## src/rtl/async_req_arbiter.sv

```systemverilog
// ---------------------------------------------------------------------------
// async_req_arbiter
//
// Arbitrates N asynchronous request lines for one shared service resource.
// Each raw line passes through a two-flop synchronizer plus one history flop
// for rising-edge detection. Every detected edge latches a pending bit. A
// round-robin IDLE/GRANT state machine hands the resource to one requester
// at a time and holds the grant until the service unit pulses svc_done.
//
// Optional feature (compile-time macro TIMEOUT_EN):
//   defined   - an 8-bit cycle counter forces release of a grant that has
//               lasted TIMEOUT cycles without svc_done, pulsing timeout.
//   undefined - a grant waits indefinitely for svc_done; timeout tied 0.
//
// Parameters
//   N        number of requesters (2..8)
//   TIMEOUT  grant length in cycles before forced release (1..255)
//
// Ports
//   clk        in   system clock, all logic on posedge
//   rst        in   synchronous active-high reset
//   async_req  in   [N]   asynchronous request lines, rising edge = request
//   svc_done   in   1-cycle pulse from service unit: current job finished
//   grant_vld  out  grant active
//   grant_id   out  [IDW] granted requester (holds its value while idle)
//   pending    out  [N]   latched, not-yet-serviced requests
//   ovf        out  sticky: an edge arrived while its pending bit was set
//   timeout    out  1-cycle pulse on forced release
// ---------------------------------------------------------------------------
module async_req_arbiter #(
    parameter  int N       = 4,
    parameter  int TIMEOUT = 255,
    localparam int IDW     = (N > 1) ? $clog2(N) : 1
) (
    input  logic           clk,
    input  logic           rst,
    input  logic [N-1:0]   async_req,
    input  logic           svc_done,
    output logic           grant_vld,
    output logic [IDW-1:0] grant_id,
    output logic [N-1:0]   pending,
    output logic           ovf,
    output logic           timeout
);

    if (N < 2 || N > 8 || TIMEOUT < 1 || TIMEOUT > 255) begin : g_bad_params
        $error("async_req_arbiter: N must be 2..8 and TIMEOUT 1..255");
    end

    typedef enum logic {
        IDLE  = 1'b0,
        GRANT = 1'b1
    } state_t;

    state_t         state_reg, state_next;

    logic [N-1:0]   ff1_reg, ff2_reg, ff3_reg;
    logic [N-1:0]   rise;
    logic [N-1:0]   clr;
    logic [N-1:0]   ovf_hit;
    logic [N-1:0]   pending_reg, pending_next;
    logic           ovf_reg;
    logic [IDW-1:0] grant_id_reg;
    logic [IDW-1:0] last_id_reg;
    logic [IDW-1:0] pick_id;
    logic           done_evt;
    logic           to_evt;
    logic           release_evt;
    logic           start_evt;

    // -----------------------------------------------------------------------
    // Synchronizer and edge history. Reset loads ones so that a line already
    // high when reset releases is not mistaken for a fresh request.
    // -----------------------------------------------------------------------
    always_ff @(posedge clk) begin
        if (rst) begin
            ff1_reg <= '1;
            ff2_reg <= '1;
            ff3_reg <= '1;
        end else begin
            ff1_reg <= async_req;
            ff2_reg <= ff1_reg;
            ff3_reg <= ff2_reg;
        end
    end

    // -----------------------------------------------------------------------
    // Per-line edge detect and pending update. A rise on the same cycle as
    // the clear of that bit wins, so the new request is never lost.
    // -----------------------------------------------------------------------
    genvar gi;
    generate
        for (gi = 0; gi < N; gi++) begin : g_line
            assign rise[gi]         = ff2_reg[gi] & ~ff3_reg[gi];
            assign clr[gi]          = release_evt && (grant_id_reg == IDW'(gi));
            assign ovf_hit[gi]      = rise[gi] & pending_reg[gi] & ~clr[gi];
            assign pending_next[gi] = rise[gi] | (pending_reg[gi] & ~clr[gi]);
        end
    endgenerate

    // -----------------------------------------------------------------------
    // Round-robin pick: search last_id+1, last_id+2, ... wrapping mod N.
    // The last candidate examined is last_id itself, so the requester served
    // most recently has the lowest priority.
    // -----------------------------------------------------------------------
    always_comb begin
        int  idx;
        logic found;
        pick_id = last_id_reg;
        found   = 1'b0;
        idx     = 0;
        for (int k = 1; k <= N; k++) begin
            idx = int'(last_id_reg) + k;
            if (idx >= N) begin
                idx = idx - N;
            end
            if (!found && pending_reg[idx]) begin
                pick_id = IDW'(idx);
                found   = 1'b1;
            end
        end
    end

    assign done_evt    = (state_reg == GRANT) && svc_done;
    assign release_evt = done_evt || to_evt;
    assign start_evt   = (state_reg == IDLE) && (pending_reg != '0);

`ifdef TIMEOUT_EN
    // Counter holds the number of GRANT cycles already completed, so the
    // terminal cycle is the one where it equals TIMEOUT-1; a grant therefore
    // lasts exactly TIMEOUT cycles. svc_done on that cycle wins.
    logic [7:0] cnt_reg;
    logic       timeout_reg;

    assign to_evt = (state_reg == GRANT) && !svc_done &&
                    (cnt_reg == 8'(TIMEOUT - 1));

    always_ff @(posedge clk) begin
        if (rst) begin
            cnt_reg     <= '0;
            timeout_reg <= 1'b0;
        end else begin
            timeout_reg <= to_evt;
            if (start_evt) begin
                cnt_reg <= '0;
            end else if (state_reg == GRANT) begin
                cnt_reg <= cnt_reg + 8'd1;
            end
        end
    end

    assign timeout = timeout_reg;
`else
    assign to_evt  = 1'b0;
    assign timeout = 1'b0;
`endif

    // -----------------------------------------------------------------------
    // FSM: state register
    // -----------------------------------------------------------------------
    always_ff @(posedge clk) begin
        if (rst) begin
            state_reg <= IDLE;
        end else begin
            state_reg <= state_next;
        end
    end

    // -----------------------------------------------------------------------
    // FSM: next-state logic. Returning to IDLE on every release guarantees
    // at least one idle cycle between consecutive grants.
    // -----------------------------------------------------------------------
    always_comb begin
        state_next = state_reg;
        case (state_reg)
            IDLE:    if (start_evt)   state_next = GRANT;
            GRANT:   if (release_evt) state_next = IDLE;
            default: state_next = IDLE;
        endcase
    end

    // -----------------------------------------------------------------------
    // FSM: outputs
    // -----------------------------------------------------------------------
    always_comb begin
        grant_vld = (state_reg == GRANT);
    end

    // -----------------------------------------------------------------------
    // Datapath registers
    // -----------------------------------------------------------------------
    always_ff @(posedge clk) begin
        if (rst) begin
            pending_reg  <= '0;
            ovf_reg      <= 1'b0;
            grant_id_reg <= '0;
            last_id_reg  <= IDW'(N - 1);
        end else begin
            pending_reg <= pending_next;
            if (|ovf_hit) begin
                ovf_reg <= 1'b1;
            end
            if (start_evt) begin
                grant_id_reg <= pick_id;
            end
            if (release_evt) begin
                last_id_reg <= grant_id_reg;
            end
        end
    end

    assign grant_id = grant_id_reg;
    assign pending  = pending_reg;
    assign ovf      = ovf_reg;

endmodule

```

## config.mk

```make
export PLATFORM = sky130hd
export DESIGN_NAME = async_req_arbiter
export DESIGN_NICKNAME = d
export VERILOG_FILES = /design/src/rtl/async_req_arbiter.sv
export SDC_FILE = /design/constraint.sdc
export NUM_CORES = 1
export LEC_CHECK = 0
export BUFFER_PORTS_ARGS = -buffer_cell sky130_fd_sc_hd__buf_2
export CAP_MARGIN = 20
export CORE_MARGIN = 3
export CORE_UTILIZATION = 50
export DETAILED_ROUTE_END_ITERATION = 6
export PLACE_DENSITY_LB_ADDON = 0.05
export SKIP_CTS_REPAIR_TIMING = 1
export SYNTH_ARGS = -nofsm -noshare
export SYNTH_HDL_FRONTEND = slang
export SYNTH_SLANG_ARGS = --single-unit
```

## constraint.sdc

```tcl
create_clock -name clk -period 4.02 [get_ports clk]
set_input_delay 0.603 -clock clk [delete_from_list [all_inputs] [get_ports clk]]
set_output_delay 0.603 -clock clk [all_outputs]
set_load 0.02 [all_outputs]
```

Yosys cells after proc, flatten, opt, wreduce, memory -nomap -nowiden
Index checks and enable logic that the tools add are counted. W data, S select, Z words.

Register bits: 22. Bits of input ports: 7. Output and inout bits: 9. Word-level logic and storage cells: 97.

$add $sub $neg: 8. Order comparisons: 8. Equality and inequality tests: 3. Muxes and demuxes: 26. Bitwise gates (word level): 29. Reductions and logical operators: 15.

Operators with widths (count): $lt A32 B4 Y1 const B (4); $mux W32 (4); $and A1 B1 Y1 (16); $mux W1 (13); $sub A3 B3 Y4 const B (3); $ge A3 B3 Y1 const B (3); $logic_and A1 B1 Y1 (9); $not A1 Y1 (9); $bmux W1 S2 (4); $mux W2 (4); $add A2 B2 Y3 const B (2); $sub A4 B3 Y5 const B (1); $add A2 B3 Y4 const B (1); $eq A2 B2 Y1 const B (2); $ge A4 B3 Y1 const B (1); $or A1 B1 Y1 (4); $reduce_bool A4 Y1 (1); $reduce_or A4 Y1 (1); $add A2 B1 Y3 const B (1); $logic_not A1 Y1 (3); $eq A2 B1 Y1 const B (1); $logic_not A2 Y1 (1); $pmux W1 S2 (1).

Longest topological paths before layout
Gate-level depths: netlist (run 1).

Depth in word-level cells: 16. Depth in mapped cells: 4.

Worst setup path after synthesis (run 1)
OpenSTA, ideal clock, no wires.

Path type: reg-to-reg. Start point: register pending_reg[1], in the netlist pending[1]. End point: register grant_id_reg[0], in the netlist grant_id[0]. Library setup time: 0.117 ns. Arrival: 1.335 ns. Slack: 2.568 ns. Stages on the path, launching flop included: 5. Period minus slack after synthesis: 1.452 ns. Cell sequence: dfxtp_1 -> or4_4 -> nand2b_4 -> a311oi_1 -> a32o_1.

Longest elaborated chain between the ends: 13. Elaborated cells on any way between the ends: 27. Those cells by class: mux (19); reduce/logical (8).

Ends and longest elaborated chain: start, declared (RTL line 61) `logic [N-1:0] pending_reg, pending_next;`; start signal, assigned (RTL line 199) `pending_reg <= pending_next;`; $bmux W1 S2 (RTL line 117) `if (!found && pending_reg[idx]) begin`; $mux W1 (not written as such) (2 in a row) (RTL line 117); $mux W1 (RTL line 117); $logic_not A1 Y1 (RTL line 117); $logic_and A1 B1 Y1 (RTL line 117); $mux W1 (RTL line 117); $logic_not A1 Y1 (RTL line 117); $logic_and A1 B1 Y1 (RTL line 117); $mux W1 (RTL line 117); $logic_not A1 Y1 (RTL line 117); $logic_and A1 B1 Y1 (RTL line 117); $mux W2 (RTL line 117); end signal, assigned (RTL line 204) `grant_id_reg <= pick_id;`; end, declared (RTL line 63) `logic [IDW-1:0] grant_id_reg;`.

Several ways; a longest one is shown, not always the timed one. The select of a mux whose other input is x is not followed. A chain may end at the register's enable or synchronous reset.

Worst setup path after layout (run 1)
Start point: register pending_reg[3], in the netlist pending[3]. End point: output pending[3].

RTL lines: end, declared (RTL line 41) `output logic [N-1:0] pending,`.

No word-level cell between the ends.

==> results of run 1 <==
synth_stat cells (2+ instances only):
cell                       count  area (µm²)
sky130_fd_sc_hd__a21oi_1       6        30.0
sky130_fd_sc_hd__dfxtp_1      22         440
sky130_fd_sc_hd__inv_1         5        18.8
sky130_fd_sc_hd__nand2_1       4        15.0
sky130_fd_sc_hd__nand2b_1      6        37.5
sky130_fd_sc_hd__nand3_1       3        15.0
sky130_fd_sc_hd__nor2b_1       2        12.5
sky130_fd_sc_hd__nor4_1        2        12.5
sky130_fd_sc_hd__o21ai_0       2        10.0
sky130_fd_sc_hd__or2_2        13        81.3
per-stage QoR:
| step | util [%] | hold slack (ns) | worst slack (ns) | power (µW) | cells |
|---|---|---|---|---|---|
| global placement | 61.2 | 0.391 | 2.58 | 294 | 127 |
| finish | 63.5 | 0.419 | 2.38 | 405 | 131 |
| global route | 63.5 | 0.438 | 2.32 | 426 | 131 |
| CTS | 63.5 | 0.425 | 2.37 | 413 | 131 |
| floorplan | - | 0.389 | 2.57 | 281 | 92 |
| detailed placement | 61.2 | 0.394 | 2.56 | 296 | 127 |
layer usage:
metal,vias up,track usage (%)
li1,352,-
met1,326,18.4
met2,16,24.8
met3,2,4.91
met4,0,4.27
met5,-,0
final cells by class:
cell class | count | area [µm²]
Multi-Input combinational cell | 62 | 417
Clock buffer | 4 | 36.3
Tap cell | 24 | 30.0
Sequential cell | 22 | 440
Fill cell | 142 | 582
Timing Repair Buffer | 14 | 70.1
Inverter | 5 | 18.8
cells by family after synthesis:
| kind of cell | share of synthesized area [%] |
|---|---|
| compound gates | 19.4 |
| simple gates | 26.7 |
| buf+inv | 4.20 |
| flops | 49.2 |
| other cells | 0.419 |
power groups by stage:
| stage | Clock [µW] | Sequential (µW) | Combinational, µW |
|---|---|---|---|
| 3_3_place_gp | 0 | 247 | 47.2 |
| 2_1_floorplan | 0 | 251 | 30.4 |
| 6_report | 114 | 243 | 47.8 |
| 3_5_place_dp | 0 | 248 | 48.3 |
| 5_1_grt | 128 | 245 | 52.8 |
| 4_1_cts | 122 | 243 | 48.5 |
worst max-delay path by stage:
| stage | from | depth (start not counted) | end |
|---|---|---|---|
| floorplan | pending[1] | 4 | grant_id[0] |
| global placement | pending[1] | 4 | grant_id[0] |
| detailed placement | pending[1] | 4 | grant_id[0] |
| CTS | pending[3] | 1 | pending[3] |
| global route | pending[3] | 1 | pending[3] |
| finish | pending[3] | 1 | pending[3] |
==> results, run 1 <==
- The type of the worst min-delay path is register to register.
- Global routing used 14.9% of the available tracks across all layers.
- The routed wire length on met2 is 769 µm.
- The hold path startpoint is ff1_reg[0].
- Row generation in the floorplan step produced 14 rows.
- The worst register-to-register path begins at pending[1].
- The fraction of power consumed by the clock network is 28.3%.
- The width of the die is 48.3 µm.
- The count of unique library cells instantiated by Yosys is 37.
- The number of enable-type register cells in the synthesized netlist is 0.
- The first global-routing pass estimated 2.78 mm of wire.
- The final critical path takes up 40.8% of the cycle.
- The critical path arrival is 1.04 ns.
- In this run, the number of DRC markers left after iteration 0 of detailed routing was 11.
- The clock transition at the registers of the reported paths is 0.11 ns.
- The Yosys step of the flow raised 0 warnings.
- In this design, the largest share of critical-path delay is due to flip-flops.
- The type of destination of the critical path is an output port.
- The number of global-route vias before repair is 639.
- The total wirelength of the detailed-routed design is 1.58 mm.
- The post-detailed-route count of antenna-violating nets is 0.
- The hold violation total from the final report is 0.
- Derived from the worst setup path, the maximum achievable clock frequency is 0.610 GHz.
- The worst register-to-register path ends at grant_id[0].
- Summed over all layers, the global routing overflow is 0.
- After detailed routing, the number of remaining DRC violations is 0.
- After routing the design area is 0.00101 mm².
- The H-tree depth is 1.
- The proportion of register bits with asynchronous set or reset after synthesis is 0%.
- At the end of routability-driven placement, the weighted congestion stood at 0.796.
- The root cell of the clock tree is sky130_fd_sc_hd__clkbuf_4.
- The fraction of layout instances using a drive strength above 1 is 32.7%.
- The total count of max-transition violations in the final report is 0.
- The die covers 0.00233 mm².
- The placeable core area is 0.00159 mm².
- The clock tree from TritonCTS is done.
- The die span in y is 48.3 µm.
- The area of the mapped netlist is 895 µm².
- Across the VDD grid, the largest voltage drop is 0.336 mV.
- The total length of routed met3 wires is 86 µm.
- The cell count after synthesis is 92.
- Of the synthesized area, sequential elements account for 49.2%.
- The number of antenna violations at the first check in global routing is 0.
- The tool flagged a number of max-cap violations equal to 0.
- The HPWL after detailed placement is 1.20 mm.
- Port buffering added 14 buffers.
- The detailed-routing iteration count for the pre-antenna-repair pass is 4.
- Pin placement for this block handled 16 I/O pins.
- Dividing the detail-routed wire length by the instance count gives 12.0 µm.
- The area growth from synthesis to layout is 13.1%.
- The instance count along the most critical hold path is 1.
- Together, buffers and inverters on the worst path number 1.
- Traced cell by cell, the critical path runs through buf_2.
- The most used flip-flop cell after synthesis is sky130_fd_sc_hd__dfxtp_1.
- The worst register-to-register path has a depth of 4.
- The maximum clock skew at final layout is 0.00620 ns.
- The largest single stage delay on the critical path is 0.51 ns.
- The slowest stage cell on the critical path is sky130_fd_sc_hd__dfxtp_1.
- The required time of the critical path is 3.42 ns.
- The post-place instance area is 976 µm².
- For this design the ratio of total power to cell area is 400 mW/mm².
- Of the total power, combinational logic draws 11.8%.
- The worst setup path is launched from a register.
- The final critical-path required period is 1.64 ns.
- The TritonCTS sink count is 22.
- After detailed routing, the wire length on met1 is 704 µm.
- Leaving out fill and tap cells, the most frequent cell in the layout is sky130_fd_sc_hd__dfxtp_1.
- In the layout the commonest cells are sky130_fd_sc_hd__dfxtp_1, sky130_fd_sc_hd__buf_2, sky130_fd_sc_hd__or2_2, sky130_fd_sc_hd__nand2b_1, sky130_fd_sc_hd__a21oi_1.
- Internal power comes to 307 µW.
- The number of antenna diodes in the final layout is 0.
- Per report_power, the sequential group accounts for 60.0% of the total.
- Summing over every cut layer, the via total after detailed routing is 696.
- Counting every net in the synthesized netlist gives 99.
- Of the total power, the share spent switching nets is 24.1%.
- For the final routed database, the setup TNS stands at 0 ns.
- A synthesized cell averages 9.72 µm².
- In this run, CTS created clock tree buffers numbering 3.
- The flip-flop and latch count after synthesis is 22.
- The final-report setup violation count is 0.
- In this run the register-to-register setup slack is 2.55 ns.
- The detailed router used layers up to and including met4.
- The kind of critical path is register to output port.
- Entering global routing, the biggest net connects 21 pins.
- The number of buffers between clock root and the deepest sink is 2.
- The leakage power total is 0.000435 µW.
- The worst hold path terminates at ff2_reg[0].
- In this run the worst path has a maximum fanout of 9.
- The run finished with clean final reports.
- Dividing the detail-routed via count by the number of cells gives 5.31.
- The net switching power figure is 97.6 µW.
- For the worst-skew pair, the clock arrives at the later sink with an insertion delay of 0.30 ns.
- Once the floorplan was initialized, standard cells occupied 56.1% of the core.
- Setup repair after global routing left no endpoint under its margin.
- The final layout contains 115 nets.
Power figures use the tool's default switching activity.
==> run 2, diff against run 1 <==
--- a/config.mk
+++ b/config.mk
@@ -8,7 +8,7 @@
 export BUFFER_PORTS_ARGS = -buffer_cell sky130_fd_sc_hd__buf_2
 export CAP_MARGIN = 20
 export CORE_MARGIN = 3
-export CORE_UTILIZATION = 50
+export CORE_UTILIZATION = 47
 export DETAILED_ROUTE_END_ITERATION = 6
 export PLACE_DENSITY_LB_ADDON = 0.05
 export SKIP_CTS_REPAIR_TIMING = 1
==> constraint.sdc (replaced) <==
create_clock -name clk -period 1.5 [get_ports clk]
set_input_delay 0.225 -clock clk [delete_from_list [all_inputs] [get_ports clk]]
set_output_delay 0.225 -clock clk [all_outputs]
set_load 0.02 [all_outputs]
==> results, run 2 (synthesized netlist as in run 1, its figures left out) <==
- The flow ran to the end, and the final reports show no timing, DRC or antenna violations.
- The slowest stage cell on the critical path is sky130_fd_sc_hd__or4_4.
- The endpoint of the most critical register-to-register path is grant_id[0].
- The worst-path maximum fanout is 6 (-3).
- The clock buffer count from CTS came to 3 (unchanged).
- The first-pass GRT wire length is 3.06 mm (+10%).
- The overall routing resource usage is 15.9% (+1.0 points).
- The family with the most delay on the worst path is simple AND/OR/NAND/NOR gates.
- The fraction of layout instances using a drive strength above 1 is 35.1% (+2.4 points).
- The die footprint was 0.00246 mm² (+5.6%).
- The I/O pin count is 16 (unchanged).
- The number of cell rows is 15 (+1).
- The count of nets after finishing is 119 (+3.5%).
- The initial detailed-routing violation count is 12 (+1).
- The total count of max-transition violations in the final report is 0 (unchanged).
- The H-tree depth came to 1 (unchanged).
- Setup repair after global routing left no endpoint under its margin.
- The reg-to-reg setup timing slack came to 0.07 ns (-2.48 ns).
- The final critical-path required period is 1.43 ns.
- The startpoint type of the worst setup path is a register.
- The maximum number of pins on one net before global-route repair was 21 (unchanged).
- The placeable core area is 0.00176 mm² (+11%).
- The power per cell area was 1170 mW/mm² (+190%).
- Walking the worst path, the cells encountered are or4_4 -> nand2b_4 -> a311oi_1 -> a32o_1.
- The required time of the critical path is 1.72 ns (-1.70 ns).
- In this run the critical register-to-register path is launched from pending[1].
- The number of global-route vias before repair came to 676 (+5.8%).
- The total buffers and inverters traversed by the critical path is 0 (-1).
- The width of the die came to 49.6 µm (+2.8%).
- The worst reg2reg path depth came to 4 (unchanged).
- The die span in y is 49.6 µm (+2.8%).
- The global route total overflow is 0 (unchanged).
- Dividing the final minimum period by the clock period gives 95.6%.
- The total power consumption of the routed design came to 1240 µW (+210%).
- The delay contributed by the slowest stage of the critical path was 0.57 ns (+0.06 ns).
- The post-place instance area is 0.00101 mm² (+3.2%).
- The later-pin clock latency in the skew report came to 0.31 ns (about the same).
- The final standard cell area without fillers was 0.00106 mm² (+4.7%).
- The root cell of the clock tree is sky130_fd_sc_hd__clkbuf_4.
- Compared with the post-synthesis result, the final layout area differs by 18.5%.
- In the layout the commonest cells are sky130_fd_sc_hd__dfxtp_1, sky130_fd_sc_hd__buf_2, sky130_fd_sc_hd__or2_2, sky130_fd_sc_hd__nand2b_1, sky130_fd_sc_hd__a21oi_1.
- The detailed-routing iteration count for the pre-antenna-repair pass is 4 (unchanged).
- The final-report setup violation count was 0 (unchanged).
- The number of antenna diodes is 0 (unchanged).
- The number of antenna violations at the first check in global routing was 0 (unchanged).
- The total half-perimeter wirelength after legalization and detailed placement was 1.24 mm (+3.7%).
- The highest clock rate is 0.697 GHz.
- The number of DRC violations after detailed routing came to 0 (unchanged).
- The TritonCTS sink count is 22 (unchanged).
- TritonCTS built the clock tree.
- The clock transition at the registers of the reported paths is 0.12 ns (about the same).
- The number of standard cells in the layout, taps in and fillers out is 136 (+3.8%).
- The routability congestion estimate from global placement was 0.821 (+3.2%).
- The post-detailed-route count of antenna-violating nets is 0 (unchanged).
- The wire length per cell is 12.8 µm (+6.7%).
- The setup total negative slack is 0 ns (unchanged).
- The critical path depth in cells came to 4 (+3).
- The number of cells in the design after placement is 132 (+3.9%).
- The number of max-cap violations is 0 (unchanged).
- The instance count along the most critical hold path is 2 (+1).
- The hold path startpoint is async_req[0].
- The worst setup path is of the register to register kind.
- The total of buffers placed on input and output ports is 14 (unchanged).
- The via total after detailed routing is 693 (-0.43%).
- The critical path arrival was 1.65 ns (+0.61 ns).
- The initial core utilization is 50.7% (-5.4 points).
- The number of buffers between clock root and the deepest sink is 2 (unchanged).
- The hold violation total from the final report is 0 (unchanged).
- The endpoint of the worst hold-timing path is ff1_reg[0].
- The smallest hold slack is 0.0872 ns (-0.332 ns).
- The maximum resistive drop on vdd came to 0.721 mV (+110%).
- The average via count per standard cell came to 5.10 (-4.1%).
- The type of the worst min-delay path is primary input to register.
- The leakage power total is 0.000462 µW (+6.0%).
- The most common cell after layout, fill and taps aside is sky130_fd_sc_hd__dfxtp_1.
- STA classifies the critical path endpoint as a register.
- The total wirelength of the detailed-routed design came to 1.75 mm (+11%).
- The maximum clock skew at final layout was 0.00212 ns (-0.00408 ns).
run 2: cell count changes in the layout (fill, tap and decap cells not counted), sizes merged:
| cell | delta |
|---|---|
| buf | +4 |
| bufinv | +1 |
| clkbuf | -1 |
run 2: layout make-up:
cell class	instances	area, µm²
repair buffers	18	100
clock inverters	1	30.0
well taps	25	31.3
clock buffers	3	22.5
flip-flops and latches	22	440
fillers	170	704
inverters	5	18.8
multi-input cells	62	417
run 2: report_power, final:
part	internal (µW)	switching (µW)
sequential	615	32.1
combinational	67.4	74.4
clock	270	179
total	953	286
run 2: how the worst max path moves through the flow:
| stage | start | endpoint |
|---|---|---|
| 2_1_floorplan | pending[1] | grant_id[0] |
| 5_1_grt | pending[0] | grant_id[1] |
| 6_report | pending[1] | grant_id[0] |
| 3_5_place_dp | pending[1] | grant_id[0] |
| 3_3_place_gp | pending[0] | grant_id[0] |
| 4_1_cts | pending[1] | grant_id[0] |
run 2: stage by stage:
| stage | util (%) | setup WS, ns |
|---|---|---|
| finish | 60.1 | 0.0661 |
| global route | 60.1 | 0.00432 |
| CTS | 60.1 | 0.0687 |
| detailed placement | 57.1 | 0.0980 |
| global placement | 57.1 | 0.132 |
| floorplan | - | 0.0476 |
run 2: layer usage:
metal | share of wire, % | wire, µm | vias to the layer above | global-route usage, %
met5 | 0 | 0 | - | 0
met4 | 1.4 | 25 | 0 | 5.53
met3 | 3.0 | 52 | 5 | 2.72
met2 | 48 | 837 | 12 | 26.9
met1 | 48 | 831 | 314 | 20.3
li1 | - | - | 362 | -
